==> src/rtl/mod_n_counter_if.sv <==
// Control and status bundle for one mod_n_counter stage.
// master drives the controls and observes status; slave is the counter itself.
interface mod_n_counter_if #(
    parameter int WIDTH = 4
);
    // There is no valid/ready pairing: every control is sampled on each rising
    // edge, with priority clear > load > en. The status signals count, done and
    // load_err are registered. tc is combinational and valid in the same cycle.
    logic             en;
    logic             up;
    logic             one_shot;
    logic             clear;
    logic             load;
    logic [WIDTH-1:0] load_val;
    logic [WIDTH-1:0] count;
    logic             tc;
    logic             done;
    logic             load_err;

    modport master (
        output en, up, one_shot, clear, load, load_val,
        input  count, tc, done, load_err
    );

    modport slave (
        input  en, up, one_shot, clear, load, load_val,
        output count, tc, done, load_err
    );
endinterface

==> src/rtl/mod_n_counter.sv <==
// Parametrised modulo-N up/down counter with clear, range-checked load,
// cascadable terminal count and a sticky one-shot completion flag.
module mod_n_counter #(
    parameter int WIDTH   = 4,
    parameter int MODULUS = 10
) (
    input  logic             clk,
    input  logic             reset_n,
    mod_n_counter_if.slave   bus
);
    if (MODULUS < 2 || MODULUS > (1 << WIDTH)) begin : g_bad_modulus
        $error("mod_n_counter: MODULUS must lie in 2..2**WIDTH");
    end

    localparam logic [WIDTH-1:0] LAST    = WIDTH'(MODULUS - 1);
    localparam logic [WIDTH-1:0] ONE     = WIDTH'(1);
    localparam logic [WIDTH:0]   MOD_EXT = (WIDTH + 1)'(MODULUS);

    logic [WIDTH-1:0] count_q;
    logic             done_q;
    logic             load_err_q;

    logic [WIDTH-1:0] term_val;
    logic [WIDTH-1:0] wrap_val;
    logic [WIDTH-1:0] step_val;
    logic             at_term;
    logic             load_ok;

    // One extra bit lets MODULUS = 2**WIDTH accept every load value.
    assign load_ok  = ({1'b0, bus.load_val} < MOD_EXT);
    assign term_val = bus.up ? LAST : '0;
    assign wrap_val = bus.up ? '0 : LAST;
    assign step_val = bus.up ? (count_q + ONE) : (count_q - ONE);
    assign at_term  = (count_q == term_val);

    always_ff @(posedge clk or negedge reset_n) begin
        if (!reset_n) begin
            count_q    <= '0;
            done_q     <= 1'b0;
            load_err_q <= 1'b0;
        end else begin
            load_err_q <= 1'b0;
            if (bus.clear) begin
                count_q <= '0;
                done_q  <= 1'b0;
            end else if (bus.load) begin
                if (load_ok) begin
                    count_q <= bus.load_val;
                    done_q  <= 1'b0;
                end else begin
                    load_err_q <= 1'b1;
                end
            end else if (bus.en && !done_q) begin
                // At the terminal value a one-shot run parks; otherwise wrap.
                if (at_term) begin
                    if (bus.one_shot) begin
                        done_q <= 1'b1;
                    end else begin
                        count_q <= wrap_val;
                    end
                end else begin
                    count_q <= step_val;
                end
            end
        end
    end

    assign bus.count    = count_q;
    assign bus.done     = done_q;
    assign bus.load_err = load_err_q;
    assign bus.tc       = bus.en & ~bus.clear & ~bus.load & ~done_q & at_term;
endmodule

==> src/flat_wrapper.sv <==
// flat-port wrapper written by rule: the top's interface ports become plain ports
module mod_n_counter_flat 
#(
    parameter int WIDTH   = 4,
    parameter int MODULUS = 10
)
  (clk, reset_n, bus_en, bus_up, bus_one_shot, bus_clear, bus_load, bus_load_val, bus_count, bus_tc, bus_done, bus_load_err);
  mod_n_counter_if #(.WIDTH(WIDTH)) bus_i ();
  input  logic clk;
  input  logic reset_n;
  input wire logic [$bits(bus_i.en)-1:0] bus_en;
  input wire logic [$bits(bus_i.up)-1:0] bus_up;
  input wire logic [$bits(bus_i.one_shot)-1:0] bus_one_shot;
  input wire logic [$bits(bus_i.clear)-1:0] bus_clear;
  input wire logic [$bits(bus_i.load)-1:0] bus_load;
  input wire logic [$bits(bus_i.load_val)-1:0] bus_load_val;
  output wire logic [$bits(bus_i.count)-1:0] bus_count;
  output wire logic [$bits(bus_i.tc)-1:0] bus_tc;
  output wire logic [$bits(bus_i.done)-1:0] bus_done;
  output wire logic [$bits(bus_i.load_err)-1:0] bus_load_err;
  assign bus_i.en = bus_en;
  assign bus_i.up = bus_up;
  assign bus_i.one_shot = bus_one_shot;
  assign bus_i.clear = bus_clear;
  assign bus_i.load = bus_load;
  assign bus_i.load_val = bus_load_val;
  assign bus_count = bus_i.count;
  assign bus_tc = bus_i.tc;
  assign bus_done = bus_i.done;
  assign bus_load_err = bus_i.load_err;
  mod_n_counter #(.WIDTH(WIDTH), .MODULUS(MODULUS)) u_core (.clk(clk), .reset_n(reset_n), .bus(bus_i));
endmodule
==> config.mk <==
export PLATFORM = sky130hd
export DESIGN_NAME = mod_n_counter_flat
export DESIGN_NICKNAME = d
export VERILOG_FILES = /design/src/rtl/mod_n_counter_if.sv /design/src/rtl/mod_n_counter.sv /design/src/flat_wrapper.sv
export SDC_FILE = /design/constraint.sdc
export NUM_CORES = 1
export LEC_CHECK = 0
export CORE_AREA = 2 2 39 41
export CTS_BUF_LIST = sky130_fd_sc_hd__clkbuf_2
export DETAILED_ROUTE_END_ITERATION = 16
export DIE_AREA = 0 0 41 43
export GPL_TIMING_DRIVEN = 0
export PLACE_DENSITY = 0.7
export SLEW_MARGIN = 10
export SYNTH_ARGS = -nofsm -noshare
export SYNTH_HDL_FRONTEND = slang
export SYNTH_SLANG_ARGS = --single-unit
export TNS_END_PERCENT = 50
==> constraint.sdc <==
create_clock -name clk -period 1.8 [get_ports clk]
set_input_delay 0.36 -clock clk [delete_from_list [all_inputs] [get_ports clk]]
set_output_delay 0.36 -clock clk [all_outputs]
set_load 0.05 [all_outputs]
# Word level (Yosys, flattened, before mapping)

Cells that the tools add are included.

Bits in latches: 0
Logic and storage cells: 41
ROM bits: 0
RAM bits: 0
Bits of input ports: 11
Output and inout port bits: 7
Memories kept: 0
Register bits: 6

Multiply operators: 0
Bitwise gates (word level): 7
Shifts and indexed selects: 0
Equality and inequality tests: 3
Reduce and logical (&&, ||, !) cells: 7
Divide/modulo/power cells: 0
Mux-type cells: 18
$lt $le $gt $ge: 1
Add/sub/neg operators: 2

Operators with widths:

| operator                                                            | number |
|---|---|
| 4-bit 2-to-1 mux                                                    | 9 |
| 1-bit 2-to-1 mux                                                    | 9 |
| 3-bit nonzero test                                                  | 3 |
| 4-bit by 1-bit adder with 4-bit output (second input constant)      | 1 |
| 1-bit AND                                                           | 4 |
| 4-bit == test                                                       | 1 |
| 4-bit less-than comparator (second input constant)                  | 1 |
| 4-bit != test (second input constant)                               | 1 |
| 4-bit AND reduction                                                 | 1 |
| 4-bit by 1-bit subtractor with 4-bit output (second input constant) | 1 |
| 3-bit by 2-bit != test with 1-bit output (second input constant)    | 1 |
| 1-bit inverter                                                      | 3 |
| 3-bit AND reduction                                                 | 1 |
| 1-bit logical AND                                                   | 1 |
| 1-bit zero test                                                     | 1 |

# Logic depth before layout (Yosys ltp)

Depth after elaboration: 6
Gate-level depth with buffers: 7
Depth with buffers taken out: 7

# Worst setup path after synthesis

No wires, ideal clock.

Path kind: flip-flop to output port
From: register u_core.count_q[3] (netlist: u_core.bus.count[3])
To: output port bus_tc
Stages on the path, launching flop included: 6
Slack: -1.032 ns
Arrival time: 2.472 ns
Required time: 1.440 ns
Cell sequence: dfrtp_1 > buf_6 > or3_4 > a21oi_4 > nand2_1 > nor3_1

Longest elaborated chain between the ends: 2

RTL lines:

| what                     | line                | text |
|---|---|---|
| start: declaration       | mod_n_counter.sv:19 | `logic [WIDTH-1:0] count_q;` |
| start signal: assignment | mod_n_counter.sv:48 | `count_q <= bus.load_val;` |
| start signal: assignment | mod_n_counter.sv:59 | `count_q <= wrap_val;` |
| start signal: assignment | mod_n_counter.sv:62 | `count_q <= step_val;` |
| 4-bit == test            | mod_n_counter.sv:34 | `assign at_term = (count_q == term_val);` |
| 1-bit AND                | mod_n_counter.sv:71 | `assign bus.tc = bus.en & ~bus.clear & ~bus.load & ~done_q & at_term;` |
| end: declaration         | flat_wrapper.sv:18  | `output wire logic [$bits(bus_i.tc)-1:0] bus_tc;` |

No other way between the ends.

# Worst setup path in the final report

Ends and elaborated chain as after synthesis.

==> results.env <==
PLACE_AREA_SQ_UM=732
SETUP_VIOL=5
SYNTHESIS.INSTANCES=57
WORSTMARGINPINSLEW_NS=0.499
HOLD_WS_NS=0.341
PORTBUFFERS=16
GRT_FIRST_PASS_WIRELENGTH_MICRONS=2450
DIE_X_MICRONS=41
POWER_PER_UNIT_OF_STANDARD_CELL_AREA_nW_PER_UM2=727
DIE_AREA_SQ_UM=1760
POST-ROUTE-CELL-AREA_SQ_UM=862
SEQ_AREA_FRAC_SYNTH_PCT=28.1
TOP_LEVEL_PORTS=18
ASYNC_FLOP_SHARE_PCT=100
ARRIVAL_NS=1.64
NUMBER_OF_CTS_INSERTED_BUFFERS=3
RR_STARTPOINT='u_core.bus.count[3]'
FF_LATCH_AREA_SQ_UM=154
ROUTED-VIA-COUNT=570
MAXCLOCKFREQUENCY_MHz=500
N_DIODES=0
SYNTH.LARGEST_AREA_CELL='sky130_fd_sc_hd__dfrtp_1'
GRT_SETUP_UNREPAIRED='yes'
GR-USAGE-ALL-LAYERS_PCT=21.0
SYN_AREA_PER_CELL_SQ_UM=9.37
NETLIST.AREA_LEADER.SHARE_PCT=28.1
WL_MICRONS=1660
END_KIND='output port'
DIE_H_MICRONS=43
FINALWORSTPATHREQUIREDPERIOD_NS=2.00
COREAREA_SQ_UM=1380
FILL_CELLS=111
NUM_ROWS=14
FIN_CRIT_SH_PCT=111
FINAL_CELLS=103
SYNTH.TOP_CELLS.BY_AREA='sky130_fd_sc_hd__dfrtp_1, sky130_fd_sc_hd__a311oi_4, sky130_fd_sc_hd__ha_1'
FIN_NETS=102
SYNTHESIS.AREA_SQ_UM=534
CP-ENDPOINT='bus_tc'
SYN_NETS=71
HOLDBUFCOUNTCTS=0
STARTPOINT='u_core.bus.count[3]'
NUMPLACEDINSTANCES=89
WORST-R2R-SETUP-SLACK_NS=-0.13
FIRST_GLOBAL_VIAS=536
ANTENNA_FOUND_INITIAL=0
HPWLAFTERDP_MICRONS=939
LEAKAGE_uW=0.000406
GP_CONGESTION=0.774
GRT.OVERFLOW.TOTAL=0
CTS.HTREE.LEVELS=1
CLKSLEWWORSTSETUPHOLDPATHS_NS=0.08
WORST_SKEW_PAIR.LATE_LATENCY_NS=0.25
CLKSINKCOUNT=6
TIMING.MAX_CAP.VIOLATIONS=0
FINISH.UTILIZATION_PCT=62.3
WORSTPATHREQUIRED_NS=1.44
NUMBER_OF_DESIGN_RULE_VIOLATIONS_LEFT_BY_THE_FIRST_DETAILED_ROUTER_ITERATION=25
NUMBER_OF_ENABLE_FLIP_FLOP_CELLS_AFTER_SYNTHESIS=0
CTS_TREE='done'
ANT_NETS=0
FINAL-MAX-SLEW-VIOLATION-COUNT=0
OUTCOME='complete, but fails checks'
FIN_WORST_SKEW_NS=0.0135
DETAIL_ROUTE.VIAS_PER_CELL=5.53
YOSYSUNIQUECELLTYPES=29
WORST_HOLD_PATH_CLASS='in -> async'
TOTAL_POWER_DRAW_uW=626
DRT_FIRST_PASS_ITERS=4
YS.WARNINGS.COUNT=0
MOST_FREQUENT_STANDARD_CELL_IN_THE_LAYOUT_EXCLUDING_FILL_AND_TAP_CELLS='sky130_fd_sc_hd__buf_4'
CLOCK_TREE.BUFFER_DEPTH=2
CRIT-REG2REG-CAPTURE='u_core.bus.count[2]'
START_KIND='register'
YS_SEQ_ELEMENTS=6
TIMING.SETUP.CRITICAL_PATH_CLASS='reg -> out'
DRIVE_GT1_SHARE_PCT=43.7
SETUP_WS_NS=-0.200
ROOT_BUFFER='sky130_fd_sc_hd__clkbuf_2'
LAYOUT.CELLS.MOST_COMMON_LIST='sky130_fd_sc_hd__buf_4, sky130_fd_sc_hd__clkdlybuf4s50_1, sky130_fd_sc_hd__inv_1'
SLEW_HEADROOM_PCT=66.7
COUNT_OF_CELLS_ALONG_THE_WORST_REGISTER_TO_REGISTER_PATH=10
VIOLATED_CHECKS='setup timing'
TIMING_HOLD_VIOLATIONS_FINAL=0
CP_MAX_FO=3
GRT_MAX_DEGREE=10
VDD.IR_DROP.WORST_uV=286
ROUTED_WIRE_LENGTH_PER_INSTANCE_MICRONS=16.1
YS_DOMINANT_REG_CELL='sky130_fd_sc_hd__dfrtp_1'
INITIAL_UTIL_PCT=38.6
FLOW.AREA_GROWTH_FROM_SYNTHESIS_PCT=61.4
DRCVIOLATIONCOUNT=0
MULTIINPUTGATEAREA_SQ_UM=388
## repair_timing
action	in CTS	in global routing
buffers inserted	7	4
resized for setup	15	11
endpoints found under the hold margin	0	0
cloned	0	0
pin swaps	2	7
setup endpoints to repair	9	6
## per-stage QoR
step           worst slack (ns)  setup TNS, ns
5_1_grt                  -0.248         -0.781
6_report                 -0.200         -0.460
3_5_place_dp              -1.19          -3.01
2_1_floorplan            -0.263         -0.266
4_1_cts                  -0.228         -0.369
3_3_place_gp              -1.16          -2.85
## flip-flops by register name, summed over array words and instances (netlist names)
name / cells
u_core.bus.load_err: 1
u_core.bus.done: 1
u_core.bus.count: 4
## synthesized netlist by cell type (all sizes together), types with 2 or more instances
cell type  n
nor2       3
nand3      3
buf        2
o22ai      2
nor2b      2
nand2      6
ha         2
inv        6
or2        2
a21o       2
a21oi      4
o211ai     2
a311oi     3
o31ai      2
dfrtp      6
## logic make-up after synthesis
logic type	after synthesis	share of synthesized area [%]
flip-flops	6	28.1
AO/OA/AOI/OAI	17	28.3
XOR/XNOR	1	1.64
multiplexers	1	2.81
AND/OR/NAND/NOR	21	22.2
buffers and inverters	8	8.43
adder cells (fa/ha/maj)	3	8.43
## worst max-delay path, cell delays in order, from the launching register on
cell	delay (ns)
sky130_fd_sc_hd__dfrtp_2	0.41
sky130_fd_sc_hd__buf_6	0.12
sky130_fd_sc_hd__or3_4	0.33
sky130_fd_sc_hd__a21oi_4	0.16
sky130_fd_sc_hd__nand2_2	0.08
sky130_fd_sc_hd__nor3_4	0.11
sky130_fd_sc_hd__buf_6	0.17
## power breakdown
group | switching [uW] | internal (uW) | leakage, uW
combinational | 187 | 149 | 0.000315
clock | 59.5 | 58.9 | 0.0000166
sequential | 20.8 | 151 | 0.0000753
## layer usage
metal | vias to the layer above | track usage [%] | part of all wire, %
met5 | - | 0 | 0
met2 | 30 | 32.5 | 52
met1 | 270 | 27.0 | 41
met3 | 5 | 0 | 3.9
met4 | 0 | 14.0 | 2.7
li1 | 265 | - | -
## worst min path at each step
stage	from	end	slack [ns]	cells past startpoint
global route	reset_n	u_core.bus.load_err	0.36	1
floorplan	reset_n	u_core.bus.count[0]	0.06	0
detailed placement	u_core.bus.count[2]	u_core.bus.count[2]	0.60	2
global placement	reset_n	u_core.bus.count[2]	0.61	1
CTS	reset_n	u_core.bus.load_err	0.35	1
finish	reset_n	u_core.bus.load_err	0.34	1
## layout make-up
class,instances,share of cell area (%)
Timing Repair Buffer,26,27.3
Multi-Input combinational cell,43,45.0
Inverter,6,2.61
Tap cell,16,2.32
Clock buffer,4,2.32
Buffer,2,2.61
Sequential cell,6,17.9
Note: power is estimated with default switching activity, not from simulation.
